`src/rtl/uart_pkg.sv`:
```
// Shared definitions for the UART receive path: FSM state type, default
// bit timing and the 2-of-3 majority helper used by the sample voter.
package uart_pkg;

    localparam int unsigned UART_DEFAULT_BITCLKS  = 868;
    localparam int unsigned UART_DEFAULT_DATABITS = 8;

    typedef enum logic [2:0] {
        StIdle,
        StStart,
        StData,
        StStop,
        StBreak
    } uart_rx_state_t;

    function automatic logic majority3(input logic a, input logic b, input logic c);
        return (a & b) | (a & c) | (b & c);
    endfunction

endpackage

```
`src/rtl/uart_rx_vote.sv`:
```
// RX line synchroniser plus 3-sample majority voter. The vote is valid on the
// cycle the caller's bit counter reads 0: it covers that cycle and the two before.
module uart_rx_vote
    import uart_pkg::*;
(
    input  logic clk,
    input  logic rst_n,
    input  logic rx,
    output logic synced,
    output logic voted,
    output logic fall
);

    logic       meta_q;
    logic       sync_q;
    logic [1:0] hist_q;

    // All stages reset to the idle (high) level so reset never fakes a start edge.
    always_ff @(posedge clk or negedge rst_n) begin
        if (!rst_n) begin
            meta_q <= 1'b1;
            sync_q <= 1'b1;
            hist_q <= 2'b11;
        end else begin
            meta_q <= rx;
            sync_q <= meta_q;
            hist_q <= {hist_q[0], sync_q};
        end
    end

    assign synced = sync_q;
    assign voted  = majority3(sync_q, hist_q[0], hist_q[1]);
    assign fall   = hist_q[0] & ~sync_q;

endmodule

```
`src/rtl/uart_rx.sv`:
```
// UART receiver: frames start/data/stop from the voted RX line and presents each
// word on a valid/ready output register with frame-error and overrun flags.
module uart_rx
    import uart_pkg::*;
#(
    parameter int unsigned Bitclks  = UART_DEFAULT_BITCLKS,
    parameter int unsigned Databits = UART_DEFAULT_DATABITS
) (
    input  logic                CLK,
    input  logic                nRST,
    input  logic                RX,
    output logic [Databits-1:0] DATA,
    output logic                VALID,
    input  logic                READY,
    output logic                FRAMEERR,
    output logic                OVERRUN,
    input  logic                ERRCLR
);

    localparam int unsigned CntW = $clog2(Bitclks);
    localparam int unsigned IdxW = $clog2(Databits + 1);

    localparam logic [CntW-1:0] HalfLoad = CntW'(Bitclks / 2 - 1);
    localparam logic [CntW-1:0] FullLoad = CntW'(Bitclks - 1);
    localparam logic [IdxW-1:0] LastIdx  = IdxW'(Databits - 1);

    logic synced;
    logic voted;
    logic fall;

    uart_rx_state_t      state_q, state_d;
    logic [CntW-1:0]     cnt_q, cnt_d;
    logic [IdxW-1:0]     idx_q, idx_d;
    logic [Databits-1:0] shift_q, shift_d;
    logic [Databits-1:0] data_q, data_d;
    logic                valid_q, valid_d;
    logic                frameerr_q, frameerr_d;
    logic                overrun_q, overrun_d;

    logic cnt_zero;
    logic word_done;

    uart_rx_vote u_vote (
        .clk    (CLK),
        .rst_n  (nRST),
        .rx     (RX),
        .synced (synced),
        .voted  (voted),
        .fall   (fall)
    );

    assign cnt_zero = (cnt_q == '0);

    always_comb begin
        state_d    = state_q;
        cnt_d      = cnt_q;
        idx_d      = idx_q;
        shift_d    = shift_q;
        frameerr_d = 1'b0;
        word_done  = 1'b0;

        unique case (state_q)
            StIdle: begin
                if (fall) begin
                    cnt_d   = HalfLoad;
                    state_d = StStart;
                end
            end
            StStart: begin
                if (!cnt_zero) begin
                    cnt_d = cnt_q - 1'b1;
                end else if (voted) begin
                    state_d = StIdle;
                end else begin
                    cnt_d   = FullLoad;
                    idx_d   = '0;
                    state_d = StData;
                end
            end
            StData: begin
                if (!cnt_zero) begin
                    cnt_d = cnt_q - 1'b1;
                end else begin
                    shift_d = {voted, shift_q[Databits-1:1]};
                    cnt_d   = FullLoad;
                    if (idx_q == LastIdx) begin
                        state_d = StStop;
                    end else begin
                        idx_d = idx_q + 1'b1;
                    end
                end
            end
            StStop: begin
                if (!cnt_zero) begin
                    cnt_d = cnt_q - 1'b1;
                end else if (voted) begin
                    word_done = 1'b1;
                    state_d   = StIdle;
                end else begin
                    frameerr_d = 1'b1;
                    state_d    = StBreak;
                end
            end
            StBreak: begin
                if (synced) begin
                    state_d = StIdle;
                end
            end
            default: state_d = StIdle;
        endcase
    end

    // A word is taken only into a free register (or one being drained this cycle);
    // otherwise it is dropped and the overrun flag latches.
    always_comb begin
        data_d    = data_q;
        valid_d   = valid_q;
        overrun_d = overrun_q;

        if (valid_q && READY) begin
            valid_d = 1'b0;
        end
        if (word_done) begin
            if (!valid_q || READY) begin
                data_d  = shift_q;
                valid_d = 1'b1;
            end else begin
                overrun_d = 1'b1;
            end
        end
        if (ERRCLR) begin
            overrun_d = 1'b0;
        end
    end

    always_ff @(posedge CLK or negedge nRST) begin
        if (!nRST) begin
            state_q    <= StIdle;
            cnt_q      <= '0;
            idx_q      <= '0;
            shift_q    <= '0;
            data_q     <= '0;
            valid_q    <= 1'b0;
            frameerr_q <= 1'b0;
            overrun_q  <= 1'b0;
        end else begin
            state_q    <= state_d;
            cnt_q      <= cnt_d;
            idx_q      <= idx_d;
            shift_q    <= shift_d;
            data_q     <= data_d;
            valid_q    <= valid_d;
            frameerr_q <= frameerr_d;
            overrun_q  <= overrun_d;
        end
    end

    assign DATA     = data_q;
    assign VALID    = valid_q;
    assign FRAMEERR = frameerr_q;
    assign OVERRUN  = overrun_q;

endmodule

```
`config.mk`:
```
export PLATFORM = sky130hd
export DESIGN_NAME = uart_rx
export DESIGN_NICKNAME = d
export VERILOG_FILES = /design/src/rtl/uart_pkg.sv /design/src/rtl/uart_rx_vote.sv /design/src/rtl/uart_rx.sv
export SDC_FILE = /design/constraint.sdc
export NUM_CORES = 1
export LEC_CHECK = 0
export ABC_AREA = 0
export CAP_MARGIN = 20
export CELL_PAD_IN_SITES_DETAIL_PLACEMENT = 0
export CELL_PAD_IN_SITES_GLOBAL_PLACEMENT = 1
export CORE_UTILIZATION = 30
export DETAILED_ROUTE_END_ITERATION = 8
export GPL_TIMING_DRIVEN = 0
export HOLD_SLACK_MARGIN = 0.05
export PLACE_DENSITY = 0.59
export SYNTH_ARGS = -nofsm -noshare
export SYNTH_HDL_FRONTEND = slang
export SYNTH_SLANG_ARGS = --single-unit
```
`constraint.sdc`:
```
create_clock -name CLK -period 3.8 [get_ports CLK]
set_clock_uncertainty 0.2 [all_clocks]
set_input_delay 0.76 -clock CLK [delete_from_list [all_inputs] [get_ports CLK]]
set_output_delay 0.76 -clock CLK [all_outputs]
set_load 0.05 [all_outputs]
```
==> flow_metrics.env, run 1 <==
export IMPL_rsz0062_at_grt="no"
export IMPL_worstPathArrival_ns=1.47
export IMPL_cts_resized=0
export IMPL_fin_crit_sh=0.639
export IMPL_async_flop_share=1.00
export IMPL_cp_max_fo=2
export IMPL_worstPathCellList="clkdlybuf4s50_1"
export IMPL_met1_usage=0.162
export IMPL_io_buffers=15
export IMPL_power_density_nw_per_um2=547
export IMPL_power_switching_mw=0.439
export IMPL_cts_sinks=40
export IMPL_syn_area_per_cell_um2=11.4
export IMPL_min_from="u_vote.meta_q$_DFF_PN1_"
export IMPL_r2r_slack_ns=1.45
export IMPL_ys_seq_area_frac=0.519
export IMPL_grt_most_used_layer="met2"
export IMPL_drtPass1Iterations=4
export IMPL_insertion_delay_ns=0.30
export IMPL_synth_top_flop_cell="dfrtp_1"
export IMPL_multi_input_area_um2=880
export IMPL_wl_per_cell_um=14.8
export IMPL_fin_area_um2=2290
export IMPL_drive_above_1_share=0.228
export IMPL_regToRegStartpoint="cnt_q[4]$_DFFE_PN0P_"
export IMPL_pwr_share_comb=0.261
export IMPL_maxSlewViolCount=0
export IMPL_slew_headroom=0.404
export IMPL_p_clk_frac=0.288
export IMPL_setup_viol=0
export IMPL_viasPerCell=5.22
export IMPL_yosys_top_cells_area="dfrtp_1 (47%), mux2_2 (9.3%), dfstp_2 (5.4%), a21oi_1 (3.4%), nor2_1 (2.3%)"
export IMPL_outcome="finished, final reports clean"
export IMPL_yosys_area_top_type="dfrtp_1"
export IMPL_cts_buffers_inserted=5
export IMPL_period_needed_ns=2.43
export IMPL_hold_end="u_vote.synced$_DFF_PN1_"
export IMPL_syn2layout_area_growth_pct=18.3
export IMPL_post_cts_buffers=0
export IMPL_maxCapViolations=0
export IMPL_syn_nets=178
export IMPL_dpl_hpwl_mm=2.77
export IMPL_seqPwrFrac=0.451
export IMPL_drt_iter0_drc=42
export IMPL_drc=0
export IMPL_timing_hold_violations_final=0
export IMPL_fin_setup_tns_ns=0
export IMPL_gp_congestion=0.747
export IMPL_fmax_ghz=0.412
export IMPL_antenna_left=0
export IMPL_grt_pass1_wl_mm=6.59
export IMPL_netlist_area_um2=1940
export IMPL_syn_instance_count=170
export IMPL_die_y_um=82.4
export IMPL_start_kind="register"
export IMPL_postCtsHoldBufs=0
export IMPL_rows=28
export IMPL_diodes=0
export IMPL_grtUsageTotal=0.134
export IMPL_max_stage_delay_ns=0.81
export IMPL_use_met3=0.0352
export IMPL_placed_area_um2=2180
export IMPL_mostFrequentLayoutCell="dfrtp_1"
export IMPL_grt_antenna_before_repair=0
export IMPL_core_area_um2=6060
export IMPL_path_depth=1
export IMPL_crit_buf_inv=1
export IMPL_path_class="reg2out"
export IMPL_nFillCells=623
export IMPL_post_route_util=0.378
export IMPL_initial_core_util=0.320
export IMPL_synth_edf_count=0
export IMPL_critical_path_top_delay_family="buffers and inverters"
export IMPL_power_share_switching=0.350
export IMPL_hold_depth=0
export IMPL_die_w_um=82.4
export IMPL_yosys_register_bits=40
export IMPL_p_int_mw=0.814
export IMPL_r2r_cells=6
export IMPL_drt_wl_total_mm=3.96
export IMPL_via_count=1398
export IMPL_hold_path_class="reg2reg"
export IMPL_crit_path_top_delay_cell="clkdlybuf4s50_1"
export IMPL_cts_root_buf="clkbuf_8"
export IMPL_nets=200
export IMPL_reg2reg_to="DATA[6]$_DFFE_PN0P_"
export IMPL_worst_pin_slew_ns=0.894
export IMPL_register_area_um2=1010
export IMPL_met2_usage=0.219
export IMPL_clk_path_buf_depth=2
export IMPL_yosysTopAreaCellShare=0.465
export IMPL_cp_required_ns=2.84
export IMPL_ctsHtreeMaxLevel=2
export IMPL_synth_distinct_cells=48
export IMPL_most_common_layout_cells="dfrtp_1 (36), mux2_2 (16), clkdlybuf4s50_1 (14)"
export IMPL_critPathCaptureType="output port"
export IMPL_cts_tree="yes"
export IMPL_pin_count=16
export IMPL_path_clk_slew_ns=0.08
export IMPL_grt_max_degree=41
export IMPL_yosysWarningCount=0
export IMPL_die_area_um2=6780
export IMPL_power_leakage_nw=0.962
export IMPL_ir_drop_mv=0.207
export IMPL_grt_overflow=0
export IMPL_grt_pass1_vias=1399
[metal layers]
layer / vias up / share of wire
met5: - / 0
li1: 668 / -
met3: 12 / 0.035
met4: 0 / 0.022
met1: 685 / 0.46
met2: 33 / 0.48
[per-stage QoR]
| step | setup WS, ns | hold WS (ns) | instances | total power, mW |
|---|---|---|---|---|
| floorplan | 1.68 | 0.145 | 170 | 0.812 |
| global placement | 0.772 | 0.148 | 260 | 0.889 |
| detailed placement | 1.47 | 0.148 | 260 | 0.901 |
| CTS | 1.36 | 0.160 | 268 | 1.27 |
| global route | 1.32 | 0.166 | 268 | 1.33 |
| finish | 1.37 | 0.160 | 268 | 1.25 |
[kinds of logic (layout without fill, tap and decap cells)]
kind of cell	after synthesis	count (layout)	synth area share
DFF	40	40	0.519
buffers and inverters	11	34	0.0265
xor gates and xnor gates	1	1	0.00452
AOI/OAI and AO/OA	46	46	0.154
and+or+nand+nor	51	51	0.172
muxes	17	17	0.0982
adders and majority gates	4	4	0.0246
[worst max-delay path by stage]
stage / from / end / slack [ns]
2_1_floorplan: cnt_q[4]$_DFFE_PN0P_ / DATA[0]$_DFFE_PN0P_ / 1.68
3_3_place_gp: nRST / DATA[5]$_DFFE_PN0P_ / 0.77
3_5_place_dp: cnt_q[4]$_DFFE_PN0P_ / DATA[6]$_DFFE_PN0P_ / 1.47
4_1_cts: DATA[0]$_DFFE_PN0P_ / DATA[0] / 1.36
5_1_grt: DATA[6]$_DFFE_PN0P_ / DATA[6] / 1.32
6_report: DATA[0]$_DFFE_PN0P_ / DATA[0] / 1.37
[registers in the layout (all words and copies together), names as in the netlist]
| register | flops |
|---|---|
| shift_q | 8 |
| cnt_q | 10 |
| u_vote.synced | 1 |
| DATA | 8 |
| u_vote.hist_q | 2 |
| FRAMEERR | 1 |
| state_q | 3 |
| u_vote.meta_q | 1 |
| OVERRUN | 1 |
| VALID | 1 |
| idx_q | 4 |
[Yosys cell counts (3+ instances only)]
master / count
dfrtp_1: 36
mux2_2: 16
a21oi_1: 13
nor2_1: 12
nand2_1: 11
o21ai_0: 8
inv_1: 7
nor3_1: 6
a31oi_1: 4
dfstp_2: 4
or3_1: 4
ha_1: 3
o21a_1: 3
[power by group through the flow]
stage | logic (mW) | clock network (mW) | registers (mW)
6_report | 0.328 | 0.361 | 0.565
5_1_grt | 0.368 | 0.393 | 0.572
4_1_cts | 0.330 | 0.373 | 0.564
3_5_place_dp | 0.328 | 0 | 0.573
3_3_place_gp | 0.321 | 0 | 0.568
2_1_floorplan | 0.258 | 0 | 0.554
[cell type report]
class                           count  area share
Timing Repair Buffer               15      0.0633
Multi-Input combinational cell    119       0.384
Tap cell                           75      0.0409
Sequential cell                    40       0.439
Clock buffer                        5      0.0300
Clock inverter                      3      0.0207
Buffer                              4      0.0109
Inverter                            7      0.0115
(Power assumes the default switching activity.)
==> inputs of run 2 (changes only) <==
==> constraint.sdc (replaced) <==
create_clock -name CLK -period 2.39 [get_ports CLK]
set_clock_uncertainty 0.2 [all_clocks]
set_input_delay 0.478 -clock CLK [delete_from_list [all_inputs] [get_ports CLK]]
set_output_delay 0.478 -clock CLK [all_outputs]
set_load 0.05 [all_outputs]
==> run 2 against run 1 <==
Against the previous run: combinational power rose by 61%; total power grew 60%; utilization increased by 0.37 points; hold slack worse by 0.068 ns; final area is 0.98% higher; count of clock-buffer cells in the layout stayed put; non-clock buffer count up 3; global-route usage unchanged; critical path type is now reg2reg.
==> flow_metrics.env, run 2 (synthesized netlist as in run 1, its figures left out) <==
export IMPL_outcome="finished, final reports clean"
export IMPL_fmax_ghz=0.440
export IMPL_power_leakage_nw=0.978
export IMPL_maxSlewViolCount=0
export IMPL_drc=0
export IMPL_period_needed_ns=2.27
export IMPL_mostFrequentLayoutCell="dfrtp_1"
export IMPL_ctsHtreeMaxLevel=2
export IMPL_antenna_left=0
export IMPL_path_class="reg2reg"
export IMPL_grt_pass1_vias=1399
export IMPL_clk_path_buf_depth=2
export IMPL_largest_register_ffs=10
export IMPL_drt_iter0_drc=46
export IMPL_cts_buffers_inserted=5
export IMPL_maxCapViolations=0
export IMPL_die_w_um=82.4
export IMPL_rsz0062_at_grt="no"
export IMPL_power_density_nw_per_um2=864
export IMPL_via_count=1403
export IMPL_drive_above_1_share=0.240
export IMPL_pin_count=16
export IMPL_critPathCaptureType="register"
export IMPL_fin_area_um2=2310
export IMPL_r2r_slack_ns=0.12
export IMPL_cts_tree="yes"
export IMPL_rows=28
export IMPL_nets=203
export IMPL_initial_core_util=0.320
export IMPL_p_clk_frac=0.287
export IMPL_cts_root_buf="clkbuf_8"
export IMPL_timing_hold_violations_final=0
export IMPL_dp_cells=260
export IMPL_grtUsageTotal=0.134
export IMPL_grt_antenna_before_repair=0
export IMPL_power_share_switching=0.350
export IMPL_diodes=0
export IMPL_nFillCells=622
export IMPL_slew_headroom=0.411
export IMPL_seqPwrFrac=0.449
export IMPL_p_int_mw=1.30
export IMPL_cp_required_ns=2.38
export IMPL_worstPathCellList="nor4_4, and3_1, buf_6, nand3_4, nor2_8, mux2_2"
export IMPL_grt_max_degree=41
export IMPL_reg2reg_to="DATA[6]$_DFFE_PN0P_"
export IMPL_die_area_um2=6780
export IMPL_cts_resized=0
export IMPL_ir_drop_mv=0.330
export IMPL_setup_viol=0
export IMPL_drtPass1Iterations=4
export IMPL_gp_congestion=0.747
export IMPL_io_buffers=15
export IMPL_wl_per_cell_um=14.6
export IMPL_regToRegStartpoint="cnt_q[2]$_DFFE_PN0P_"
export IMPL_postCtsHoldBufs=0
export IMPL_dpl_hpwl_mm=2.77
export IMPL_syn2layout_area_growth_pct=19.5
export IMPL_cp_max_fo=8
export IMPL_crit_path_top_delay_cell="dfrtp_1"
export IMPL_viasPerCell=5.18
export IMPL_critical_path_top_delay_family="simple AND/OR/NAND/NOR gates"
export IMPL_start_kind="register"
export IMPL_power_total_mw=2.00
export IMPL_hold_path_class="in2async"
export IMPL_post_cts_buffers=0
export IMPL_power_switching_mw=0.701
export IMPL_worst_pin_slew_ns=0.883
export IMPL_worstPathArrival_ns=2.26
export IMPL_most_common_layout_cells="dfrtp_1 (36), mux2_2 (16), clkdlybuf4s50_1 (14)"
export IMPL_insertion_delay_ns=0.30
export IMPL_grt_pass1_wl_mm=6.59
export IMPL_post_route_util=0.382
export IMPL_r2r_cells=6
export IMPL_core_area_um2=6060
export IMPL_max_stage_delay_ns=0.47
export IMPL_pwr_share_comb=0.264
export IMPL_grt_overflow=0
export IMPL_crit_buf_inv=1
export IMPL_final_cells=271
export IMPL_top_register="cnt_q"
export IMPL_placed_area_um2=2180
export IMPL_path_clk_slew_ns=0.09
export IMPL_drt_wl_total_mm=3.97
export IMPL_fin_crit_sh=0.951
export IMPL_cts_sinks=40
export IMPL_die_y_um=82.4
==> run 2: area by class of cell <==
class | instances | area, um2 | area share
multi-input cells | 119 | 880 | 0.380
well taps | 75 | 93.8 | 0.0405
repair buffers | 18 | 168 | 0.0724
plain buffers | 4 | 25.0 | 0.0108
clock buffers | 5 | 68.8 | 0.0297
inverters | 7 | 26.3 | 0.0114
flip-flops and latches | 40 | 1010 | 0.435
clock inverters | 3 | 47.5 | 0.0205
==> run 2: power by group through the flow <==
stage	clock network, mW	registers (mW)	logic [mW]
after floorplan	0	0.881	0.411
after global placement	0	0.903	0.510
after detailed placement	0	0.911	0.522
after CTS	0.593	0.897	0.525
after global routing	0.624	0.910	0.592
final	0.575	0.898	0.528
==> run 2: routing by layer <==
metal  vias to the layer above  part of all wire  global-route usage
met1                       687              0.46               0.162
met2                        29              0.48               0.219
met3                        13             0.033              0.0352
met5                         -                 0                   0
li1                        674                 -                   -
met4                         0             0.026              0.0667
==> run 2: metrics by stage <==
stage	TNS (ns)	hold slack [ns]	setup WS, ns
final	0	0.0918	0.117
after global placement	-12.70	0.148	-0.356
after global routing	0	0.166	0.0366
after floorplan	0	-0.0176	0.268
after detailed placement	0	0.148	0.0582
after CTS	0	0.134	0.0440
==> run 2: how the worst max path moves through the flow <==
stage,cells after the start,start,to
3_3_place_gp,1,nRST,DATA[5]$_DFFE_PN0P_
6_report,6,cnt_q[2]$_DFFE_PN0P_,DATA[6]$_DFFE_PN0P_
4_1_cts,6,cnt_q[4]$_DFFE_PN0P_,DATA[6]$_DFFE_PN0P_
5_1_grt,5,u_vote.synced$_DFF_PN1_,idx_q[3]$_DFFE_PN0P_
3_5_place_dp,6,cnt_q[4]$_DFFE_PN0P_,DATA[6]$_DFFE_PN0P_
2_1_floorplan,6,cnt_q[4]$_DFFE_PN0P_,DATA[0]$_DFFE_PN0P_
==> inputs of run 3 (changes only) <==
--- a/config.mk
+++ b/config.mk
@@ -10,6 +10,7 @@
 export CELL_PAD_IN_SITES_DETAIL_PLACEMENT = 0
 export CELL_PAD_IN_SITES_GLOBAL_PLACEMENT = 1
 export CORE_UTILIZATION = 30
+export CTS_BUF_LIST = sky130_fd_sc_hd__clkbuf_2 sky130_fd_sc_hd__clkbuf_4 sky130_fd_sc_hd__clkbuf_8
 export DETAILED_ROUTE_END_ITERATION = 8
 export GPL_TIMING_DRIVEN = 0
 export HOLD_SLACK_MARGIN = 0.05
==> results of run 3 <==
Same layout as run 2: the final DEF is identical, and so are final timing and power.
